<file path="src/rtl/seg7_pkg.sv">
// Shared constants for the seven-segment display bank: glyph codes,
// display-mode encodings and the all-segments-off pattern.
package seg7_pkg;

  // Non-hex glyph codes (0-15 are the hex digits themselves)
  localparam logic [4:0] GLYPH_H     = 5'd20;
  localparam logic [4:0] GLYPH_I     = 5'd21;
  localparam logic [4:0] GLYPH_L     = 5'd22;
  localparam logic [4:0] GLYPH_O     = 5'd23;
  localparam logic [4:0] GLYPH_MINUS = 5'd30;
  localparam logic [4:0] GLYPH_BLANK = 5'd31;

  // Display modes; the fourth encoding is reserved and shows static content
  typedef enum logic [1:0] {
    MODE_STATIC = 2'd0,
    MODE_BLINK  = 2'd1,
    MODE_SCROLL = 2'd2,
    MODE_RSVD   = 2'd3
  } mode_t;

  // Active-low segments, bit 6 = a ... bit 0 = g; all ones is dark
  localparam logic [6:0] SEG_BLANK = 7'h7F;

endpackage

</file>
<file path="src/rtl/seg7_decode.sv">
// Combinational glyph-code to active-low segment pattern (a..g = bit 6..0).
module seg7_decode
  import seg7_pkg::*;
(
  input  logic [4:0] i_code,
  output logic [6:0] o_seg
);

  // Fixed glyph table; anything not listed stays dark
  always_comb begin
    o_seg = SEG_BLANK;
    case (i_code)
      5'd0:        o_seg = 7'b0000001;
      5'd1:        o_seg = 7'b1001111;
      5'd2:        o_seg = 7'b0010010;
      5'd3:        o_seg = 7'b0000110;
      5'd4:        o_seg = 7'b1001100;
      5'd5:        o_seg = 7'b0100100;
      5'd6:        o_seg = 7'b0100000;
      5'd7:        o_seg = 7'b0001111;
      5'd8:        o_seg = 7'b0000000;
      5'd9:        o_seg = 7'b0000100;
      5'd10:       o_seg = 7'b0001000;
      5'd11:       o_seg = 7'b1100000;
      5'd12:       o_seg = 7'b0110001;
      5'd13:       o_seg = 7'b1000010;
      5'd14:       o_seg = 7'b0110000;
      5'd15:       o_seg = 7'b0111000;
      GLYPH_H:     o_seg = 7'b1001000;
      GLYPH_I:     o_seg = 7'b1001111;
      GLYPH_L:     o_seg = 7'b1110001;
      GLYPH_O:     o_seg = 7'b0000001;
      GLYPH_MINUS: o_seg = 7'b1111110;
      default:     o_seg = SEG_BLANK;
    endcase
  end

endmodule

</file>
<file path="src/rtl/seg7_bank.sv">
// Multi-digit seven-segment controller: strobe-loaded display buffer,
// per-digit blinking and circular left scrolling, registered segment outputs.
module seg7_bank
  import seg7_pkg::*;
#(
  parameter int NUM_DIGITS = 4,
  parameter int BLINK_DIV  = 25_000_000,
  parameter int SCROLL_DIV = 50_000_000
) (
  input  logic                    clk,
  input  logic                    reset,
  input  logic                    load,
  input  logic [5*NUM_DIGITS-1:0] codes,
  input  logic [NUM_DIGITS-1:0]   blink_mask,
  input  logic [1:0]              mode,
  output logic [7*NUM_DIGITS-1:0] led,
  output logic                    blink_phase
);

  localparam int BW = $clog2(BLINK_DIV);
  localparam int SW = $clog2(SCROLL_DIV);
  localparam logic [BW-1:0] BLINK_LAST  = BW'(BLINK_DIV - 1);
  localparam logic [SW-1:0] SCROLL_LAST = SW'(SCROLL_DIV - 1);

  logic [NUM_DIGITS-1:0][4:0] r_disp;
  logic [NUM_DIGITS-1:0][4:0] w_disp_rot;
  logic [NUM_DIGITS-1:0][6:0] w_seg;
  logic [NUM_DIGITS-1:0][6:0] w_led_next;
  logic [NUM_DIGITS-1:0][6:0] r_led;
  logic [BW-1:0]              r_blink_cnt;
  logic [SW-1:0]              r_scroll_cnt;
  logic                       r_blink_phase;
  logic                       w_scroll_wrap;

  // The scroll counter only advances in scroll mode, so a wrap implies it
  assign w_scroll_wrap = (mode == MODE_SCROLL) && (r_scroll_cnt == SCROLL_LAST);

  // Blink divider runs in every mode; load restarts it with digits visible
  always_ff @(posedge clk or posedge reset) begin
    if (reset) begin
      r_blink_cnt   <= '0;
      r_blink_phase <= 1'b1;
    end else if (load) begin
      r_blink_cnt   <= '0;
      r_blink_phase <= 1'b1;
    end else if (r_blink_cnt == BLINK_LAST) begin
      r_blink_cnt   <= '0;
      r_blink_phase <= ~r_blink_phase;
    end else begin
      r_blink_cnt   <= r_blink_cnt + BW'(1);
    end
  end

  // Scroll divider advances only in scroll mode and holds its count otherwise
  always_ff @(posedge clk or posedge reset) begin
    if (reset) begin
      r_scroll_cnt <= '0;
    end else if (load) begin
      r_scroll_cnt <= '0;
    end else if (mode == MODE_SCROLL) begin
      if (r_scroll_cnt == SCROLL_LAST) begin
        r_scroll_cnt <= '0;
      end else begin
        r_scroll_cnt <= r_scroll_cnt + SW'(1);
      end
    end
  end

  // Display buffer: load has priority over a coincident rotation
  always_ff @(posedge clk or posedge reset) begin
    if (reset) begin
      r_disp <= {NUM_DIGITS{GLYPH_BLANK}};
    end else if (load) begin
      r_disp <= codes;
    end else if (w_scroll_wrap) begin
      r_disp <= w_disp_rot;
    end
  end

  // Per-digit rotation source, decode and blink blanking
  generate
    for (genvar gi = 0; gi < NUM_DIGITS; gi++) begin : g_digit
      if (gi == 0) begin : g_wrap
        assign w_disp_rot[gi] = r_disp[NUM_DIGITS-1];
      end else begin : g_shift
        assign w_disp_rot[gi] = r_disp[gi-1];
      end

      seg7_decode u_decode (
        .i_code (r_disp[gi]),
        .o_seg  (w_seg[gi])
      );

      assign w_led_next[gi] = ((mode == MODE_BLINK) && blink_mask[gi] && !r_blink_phase)
                              ? SEG_BLANK : w_seg[gi];
    end
  endgenerate

  // Registered segment outputs so the pins never see decode glitches
  always_ff @(posedge clk or posedge reset) begin
    if (reset) begin
      r_led <= {NUM_DIGITS{SEG_BLANK}};
    end else begin
      r_led <= w_led_next;
    end
  end

  assign led         = r_led;
  assign blink_phase = r_blink_phase;

endmodule

</file>
<file path="config.mk">
export PLATFORM = sky130hd
export DESIGN_NAME = seg7_bank
export DESIGN_NICKNAME = d
export VERILOG_FILES = /design/src/rtl/seg7_pkg.sv /design/src/rtl/seg7_decode.sv /design/src/rtl/seg7_bank.sv
export SDC_FILE = /design/constraint.sdc
export NUM_CORES = 1
export LEC_CHECK = 0
export CAP_MARGIN = 20
export CORE_MARGIN = 1
export CORE_UTILIZATION = 55
export CTS_CLUSTER_SIZE = 30
export DETAILED_ROUTE_END_ITERATION = 10
export GPL_TIMING_DRIVEN = 1
export PLACE_DENSITY = 0.78
export SLEW_MARGIN = 20
export SYNTH_ARGS = -nofsm -noshare
export SYNTH_HDL_FRONTEND = slang
export SYNTH_SLANG_ARGS = --single-unit
</file>
<file path="constraint.sdc">
create_clock -name clk -period 4.5 [get_ports clk]
set_clock_uncertainty 0.05 [all_clocks]
set_input_delay 0.9 -clock clk [delete_from_list [all_inputs] [get_ports clk]]
set_output_delay 0.9 -clock clk [all_outputs]
set_load 0.02 [all_outputs]
</file>
==> results by group, run 1 <==
Route
  • Drt pass-1 iters: 7
  • Post-Route WL: 13100 um
  • Routed via count: 5058
  • Vias per cell: 5.87
  • Post-DRT Antenna Nets: 0
  • WL/cell: 15.2 um
  • Detailed Route Iter0 Violations: 342
  • # DRC: 0

Clock tree
  • Post CTS Setup Buffer Count: 0
  • CTS sink cnt: 100
  • Clk pin slew, worst setup/hold paths: 0.09 ns
  • Hold Buf Count CTS: 0
  • Clock Tree Buf Depth: 2
  • Clock Latency Late Sink: 0.38 ns
  • Num CTS Buffers: 9
  • CTS HTree Levels: 3
  • Root buffer cell: clkbuf_8
  • CTS tree: yes
  • Post-CTS Resized: 0

Floorplan
  • DIE AREA: 11500 um^2
  • Height of the die: 107 um
  • Core Region: 10800 um^2
  • IO Count: 58
  • Starting Density: 56.3%
  • Die width: 107 um
  • Site Rows: 38

Worst hold path
  • Worst min path class: reg2reg
  • Hold path cells: 1
  • Hold Crit Start: r_blink_cnt[0]

Worst setup path
  • R2R Path Start: r_scroll_cnt[16]
  • Worst setup path startpoint: mode[0]
  • CP endpoint kind: register
  • Critical path class: in2reg
  • Critical Path Source Type: input pin
  • R2R cell count: 5
  • Critical Path Fanout Max: 21
  • Worst Path Arrival: 2.78 ns
  • Req. time, crit path: 4.73 ns

Global routing
  • Initial antenna violation count: 0
  • GR Util All Layers: 24.1%
  • Largest net degree at the start of global routing: 74
  • GRT overflow: 0
  • First-pass GRT wire length: 22100 um
  • Vias in the first global route: 4767

Final layout
  • Fin nets: 775
  • Final std cells w/o fill: 861
  • Multi-input logic area: 3220 um^2
  • Register Area: 2560 um^2
  • Most common cell after layout, fill and taps aside: nand2_1
  • ANT cells: 0
  • Most frequent cells in the layout: nand2_1 (86), clkdlybuf4s50_1 (56), o21ai_0 (52)
  • Area grow syn2layout: 12.9%
  • Fraction of layout cells with a size suffix above 1: 11.8%
  • Fillers: 912

Run status
  • Status: finished clean

STA
  • Hold Fails Final Rpt: 0
  • Tmin final: 2.55 ns
  • Period utilisation layout: 56.7%
  • Setup violations, final: 0
  • Setup TNS: 0 ns
  • Rel. slew slack: 28.6%
  • Actual slew at the worst max-slew pin: 1.06 ns
  • Max Clock Freq: 0.392 GHz
  • RSZ-0062 raised after global routing: no
  • Max Slew Vio Count: 0

Power and ir drop
  • Clk pwr share: 27.5%
  • Combinational power share: 19.9%
  • Leak Pwr: 2.76 nW
  • Sw Ratio: 29.4%
  • Flop pwr share: 52.6%
  • Cell-internal power: 1.44 mW
  • Maximum VDD drop: 168 uV
  • Pwr dens: 297 nW/um^2
  • NetSw: 0.601 mW

Logic synthesis
  • Synth Net Count: 738
  • Yosys warnings: 0
  • Syn avg cell area: 8.99 um^2
  • Post-synthesis sequential area ratio: 42.0%
  • Post-synthesis cell area: 6100 um^2
  • Ys async rst share: 100%
  • Cell variety after synth: 53
  • Flops & latches, synth: 100
  • Post-synth EDFFs: 0
  • Synth Flop Type: dfrtp_1
  • Gate Count Post-Synth: 679

Placement
  • Placed cells: 845
  • Port buffer count: 57
  • Final Wtd Congestion: 0.892
  • Hpwl dp: 9090 um

Job
  • Max Cap Viol: 0
==> logic make-up after synthesis <==
| group | after synthesis | share of synthesized area [%] |
|---|---|---|
| buffers and inverters | 71 | 5.13 |
| AND/OR/NAND/NOR | 280 | 24.1 |
| adder cells (fa/ha/maj) | 30 | 6.15 |
| multiplexers | 31 | 5.50 |
| flip-flops | 100 | 42.0 |
| AO/OA/AOI/OAI | 139 | 13.1 |
| XOR/XNOR | 28 | 4.02 |
==> final cells by class <==
cell class | instances | share of cell area (%)
Clock inverter | 3 | 0.254
Tap cell | 140 | 2.54
Inverter | 35 | 1.94
Multi-Input combinational cell | 508 | 46.8
Timing Repair Buffer | 62 | 8.76
Sequential cell | 100 | 37.2
Clock buffer | 13 | 2.47
==> per-layer routing <==
metal  vias up  share of wire [%]  track usage [%]
li1       2457                  -                -
met2       181                 49             40.4
met1      2410                 44             32.0
met5         -                  0                0
met3        10                6.2             3.63
met4         0                1.1             8.12
==> worst max-delay path: stages <==
cell and delay [ns]:
clkdlybuf4s50_1 0.42, nand2b_1 0.53, a21oi_1 0.36, buf_4 0.22
a21oi_1 0.08, a311oi_1 0.27
==> path summary, 6_finish.rpt <==
| path | to | slack [ns] |
|---|---|---|
| hold / removal | r_blink_cnt[0] | 0.41 |
| min in group asynchronous | r_blink_cnt[20] | 1.02 |
| setup reg to reg | r_scroll_cnt[9] | 2.18 |
| max in group asynchronous | led[16] | 2.48 |
| hold reg to reg | r_blink_cnt[0] | 0.41 |
| setup / recovery | r_scroll_cnt[12] | 1.95 |
==> power by group through the flow <==
stage,logic [mW],registers (mW),clock network (mW)
4_1_cts,0.408,1.08,0.576
2_1_floorplan,0.220,1.11,0
3_3_place_gp,0.398,1.09,0
3_5_place_dp,0.406,1.09,0
5_1_grt,0.451,1.09,0.616
6_report,0.407,1.08,0.563
==> registers in the layout (all words and copies together), names as in the netlist <==
register / flops
led: 28
r_scroll_cnt: 26
r_blink_cnt: 25
r_disp: 20
blink_phase: 1
==> synthesized netlist by cell type, types with 7 or more instances <==
| library cell | n | area (um^2) |
|---|---|---|
| dfrtp_1 | 51 | 1280 |
| o21ai_1 | 20 | 100 |
| and4_1 | 7 | 61.3 |
| dfstp_2 | 49 | 1290 |
| nand4_1 | 22 | 138 |
| o21ai_0 | 52 | 260 |
| or3_1 | 8 | 50.1 |
| ha_1 | 30 | 375 |
| nor4_1 | 7 | 43.8 |
| nor2_1 | 51 | 191 |
| a21oi_1 | 29 | 145 |
| xor2_1 | 20 | 175 |
| nor3_1 | 9 | 45.0 |
| xnor2_1 | 8 | 70.1 |
| nand2_1 | 86 | 323 |
| nand2b_1 | 11 | 68.8 |
| mux2i_1 | 29 | 290 |
| a31oi_1 | 7 | 43.8 |
| buf_2 | 12 | 60.1 |
| nand3_1 | 38 | 190 |
| clkbuf_1 | 18 | 67.6 |
| inv_1 | 35 | 131 |
==> through the flow <==
step	hold slack (ns)	power [mW]	worst slack (ns)	instance area, um^2	util (%)
2_1_floorplan	0.383	1.33	1.01	6100	-
3_3_place_gp	0.397	1.49	1.66	6700	61.8
3_5_place_dp	0.403	1.50	1.55	6700	61.8
4_1_cts	0.415	2.06	1.95	6890	63.5
5_1_grt	0.435	2.15	1.75	6890	63.5
6_report	0.415	2.05	1.95	6890	63.5
(Power assumes the default switching activity.)
==> inputs of run 2 (changes only) <==
==> constraint.sdc (replaced) <==
create_clock -name clk -period 2.6 [get_ports clk]
set_clock_uncertainty 0.05 [all_clocks]
set_input_delay 0.52 -clock clk [delete_from_list [all_inputs] [get_ports clk]]
set_output_delay 0.52 -clock clk [all_outputs]
set_load 0.02 [all_outputs]
==> results by group, run 2 (synthesis gave the netlist of run 1 again) <==
Worst setup path
  • R2R Path End: r_disp[5]
  • Crit-path max cell delay: 0.58 ns
  • Crit-path cells: or4b_4, nor4_4, and4_1, buf_12, mux2i_1, o21ai_1
  • R2R setup slack: 0.38 ns
  • Critical path class: reg2reg
  • CP top delay family: simple AND/OR/NAND/NOR gates
  • Worst Path Arrival: 2.46 ns
  • Slowest CP cell: or4b_4
  • Critical Path Source Type: register
  • CP endpoint kind: register
  • R2R cell count: 6
  • Critical Path Fanout Max: 20
  • Worst path buffer plus inverter count: 1
  • Req. time, crit path: 2.84 ns
  • R2R Path Start: r_scroll_cnt[16]
  • WP depth: 6

STA
  • Actual slew at the worst max-slew pin: 0.602 ns
  • Setup violations, final: 0
  • Rel. slew slack: 59.5%
  • Max Clock Freq: 0.451 GHz
  • Hold Fails Final Rpt: 0
  • Max Slew Vio Count: 0
  • RSZ-0062 raised after global routing: no
  • Period utilisation layout: 85.4%
  • Tmin final: 2.22 ns
  • Setup TNS: 0 ns
  • PnR worst setup slack: 0.381 ns

Clock tree
  • Post CTS Setup Buffer Count: 0
  • Post-CTS Resized: 0
  • Hold Buf Count CTS: 0
  • CTS tree: yes
  • Clock Tree Buf Depth: 2
  • Clock Latency Late Sink: 0.36 ns
  • CTS HTree Levels: 3
  • Clk pin slew, worst setup/hold paths: 0.10 ns
  • Root buffer cell: clkbuf_8
  • Num CTS Buffers: 9
  • CTS sink cnt: 100

Power and ir drop
  • Pwr dens: 524 nW/um^2
  • Maximum VDD drop: 347 uV
  • Cell-internal power: 2.59 mW
  • Sw Ratio: 29.4%
  • Combinational power share: 19.7%
  • Flop pwr share: 50.8%
  • Leak Pwr: 2.81 nW
  • Clk pwr share: 29.5%
  • NetSw: 1.08 mW

Route
  • Routed via count: 5132
  • Vias per cell: 5.92
  • Drt pass-1 iters: 7
  • Detailed Route Iter0 Violations: 301
  • # DRC: 0
  • Post-DRT Antenna Nets: 0
  • WL/cell: 15.9 um
  • Post-Route WL: 13800 um

Final layout
  • Register Area: 2560 um^2
  • Most common cell after layout, fill and taps aside: nand2_1
  • Area grow syn2layout: 14.8%
  • Multi-input logic area: 3220 um^2
  • Fraction of layout cells with a size suffix above 1: 12.7%
  • Fin nets: 781
  • Fillers: 902
  • Max reg flops: 28
  • Most frequent cells in the layout: nand2_1 (86), clkdlybuf4s50_1 (56), o21ai_0 (52)
  • ANT cells: 0

Placement
  • Hpwl dp: 9520 um
  • Dpl ws: 0.404 ns
  • Final Wtd Congestion: 0.880
  • Port buffer count: 57

Global routing
  • GR Util All Layers: 25.5%
  • Largest net degree at the start of global routing: 101
  • GRT overflow: 0
  • First-pass GRT wire length: 23300 um
  • Initial antenna violation count: 0
  • Vias in the first global route: 4916

Worst hold path
  • Worst Hold End: r_blink_cnt[0]
  • Worst min path class: reg2reg
  • Hold Crit Start: r_blink_cnt[0]
  • Hold path cells: 1

Floorplan
  • Site Rows: 38
  • DIE AREA: 11500 um^2
  • IO Count: 58
  • Height of the die: 107 um
  • Die width: 107 um
  • Core Region: 10800 um^2
  • Starting Density: 56.3%

Job
  • Max Cap Viol: 0

Run status
  • Status: finished clean
## run 2: cell count changes in the layout (fill, tap and decap cells not counted), moves of 2 or more
cell and delta:
buf_12 +3, inv_4 -3, buf_4 +3, clkinvlp_4 +2
## run 2: layout make-up
cell class                      count  area share (%)
Inverter                           35            1.93
Multi-Input combinational cell    508            46.0
Tap cell                          140            2.50
Sequential cell                   100            36.6
Timing Repair Buffer               68            9.79
Clock buffer                       11            2.18
Clock inverter                      5           0.947
## run 2: how the worst max path moves through the flow
stage | slack (ns) | start | endpoint
CTS | 0.38 | r_scroll_cnt[0] | r_disp[4]
detailed placement | 0.40 | r_scroll_cnt[0] | r_disp[5]
finish | 0.38 | r_scroll_cnt[16] | r_disp[5]
floorplan | 0.59 | r_scroll_cnt[16] | r_disp[0]
global route | 0.19 | r_scroll_cnt[0] | r_scroll_cnt[3]
global placement | 0.46 | mode[0] | r_scroll_cnt[12]
## run 2: metrics by stage
step                      util [%]  std cells  hold slack [ns]  power [mW]  cell area (um^2)
after CTS                     64.6        867            0.426        3.69              7000
after global routing          64.6        867            0.450        3.86              7000
after detailed placement      62.6        851            0.414        2.61              6780
after floorplan                  -        679            0.383        2.31              6100
after global placement        62.6        851            0.402        2.58              6780
final                         64.6        867            0.426        3.67              7000
## run 2: power groups by stage
stage | clock network [mW] | registers, mW | logic [mW]
global route | 1.18 | 1.88 | 0.798
detailed placement | 0 | 1.89 | 0.720
global placement | 0 | 1.88 | 0.695
CTS | 1.11 | 1.86 | 0.726
finish | 1.08 | 1.86 | 0.723
floorplan | 0 | 1.93 | 0.381
## run 2: per-layer routing
layer	wire length, um	up-vias	GRT usage (%)
li1	-	2473	-
met1	5980	2456	33.1
met3	739	27	4.00
met4	257	0	9.39
met5	0	-	0
met2	6830	176	42.9
==> inputs of run 3 (changes only) <==
==> constraint.sdc (replaced) <==
create_clock -name clk -period 2.6 [get_ports clk]
set_clock_uncertainty 0.05 [all_clocks]
set_input_delay 0.52 -clock clk [delete_from_list [all_inputs] [get_ports clk]]
set_output_delay 0.52 -clock clk [all_outputs]
set_load 0.05 [all_outputs]
==> results of run 3 <==
The final DEF is identical to that of run 2. Status: finished clean.
Main changes from that run: clock-pin slew on the worst setup and hold paths 0.10 ns -> 0.09 ns; setup slack after layout 0.381 ns -> 0.280 ns; start point of the critical path r_scroll_cnt[16] -> blink_phase; end point of the critical path r_disp[5] -> blink_phase; total power 3.67 mW -> 3.84 mW; worst IR drop on VDD 347 uV -> 348 uV
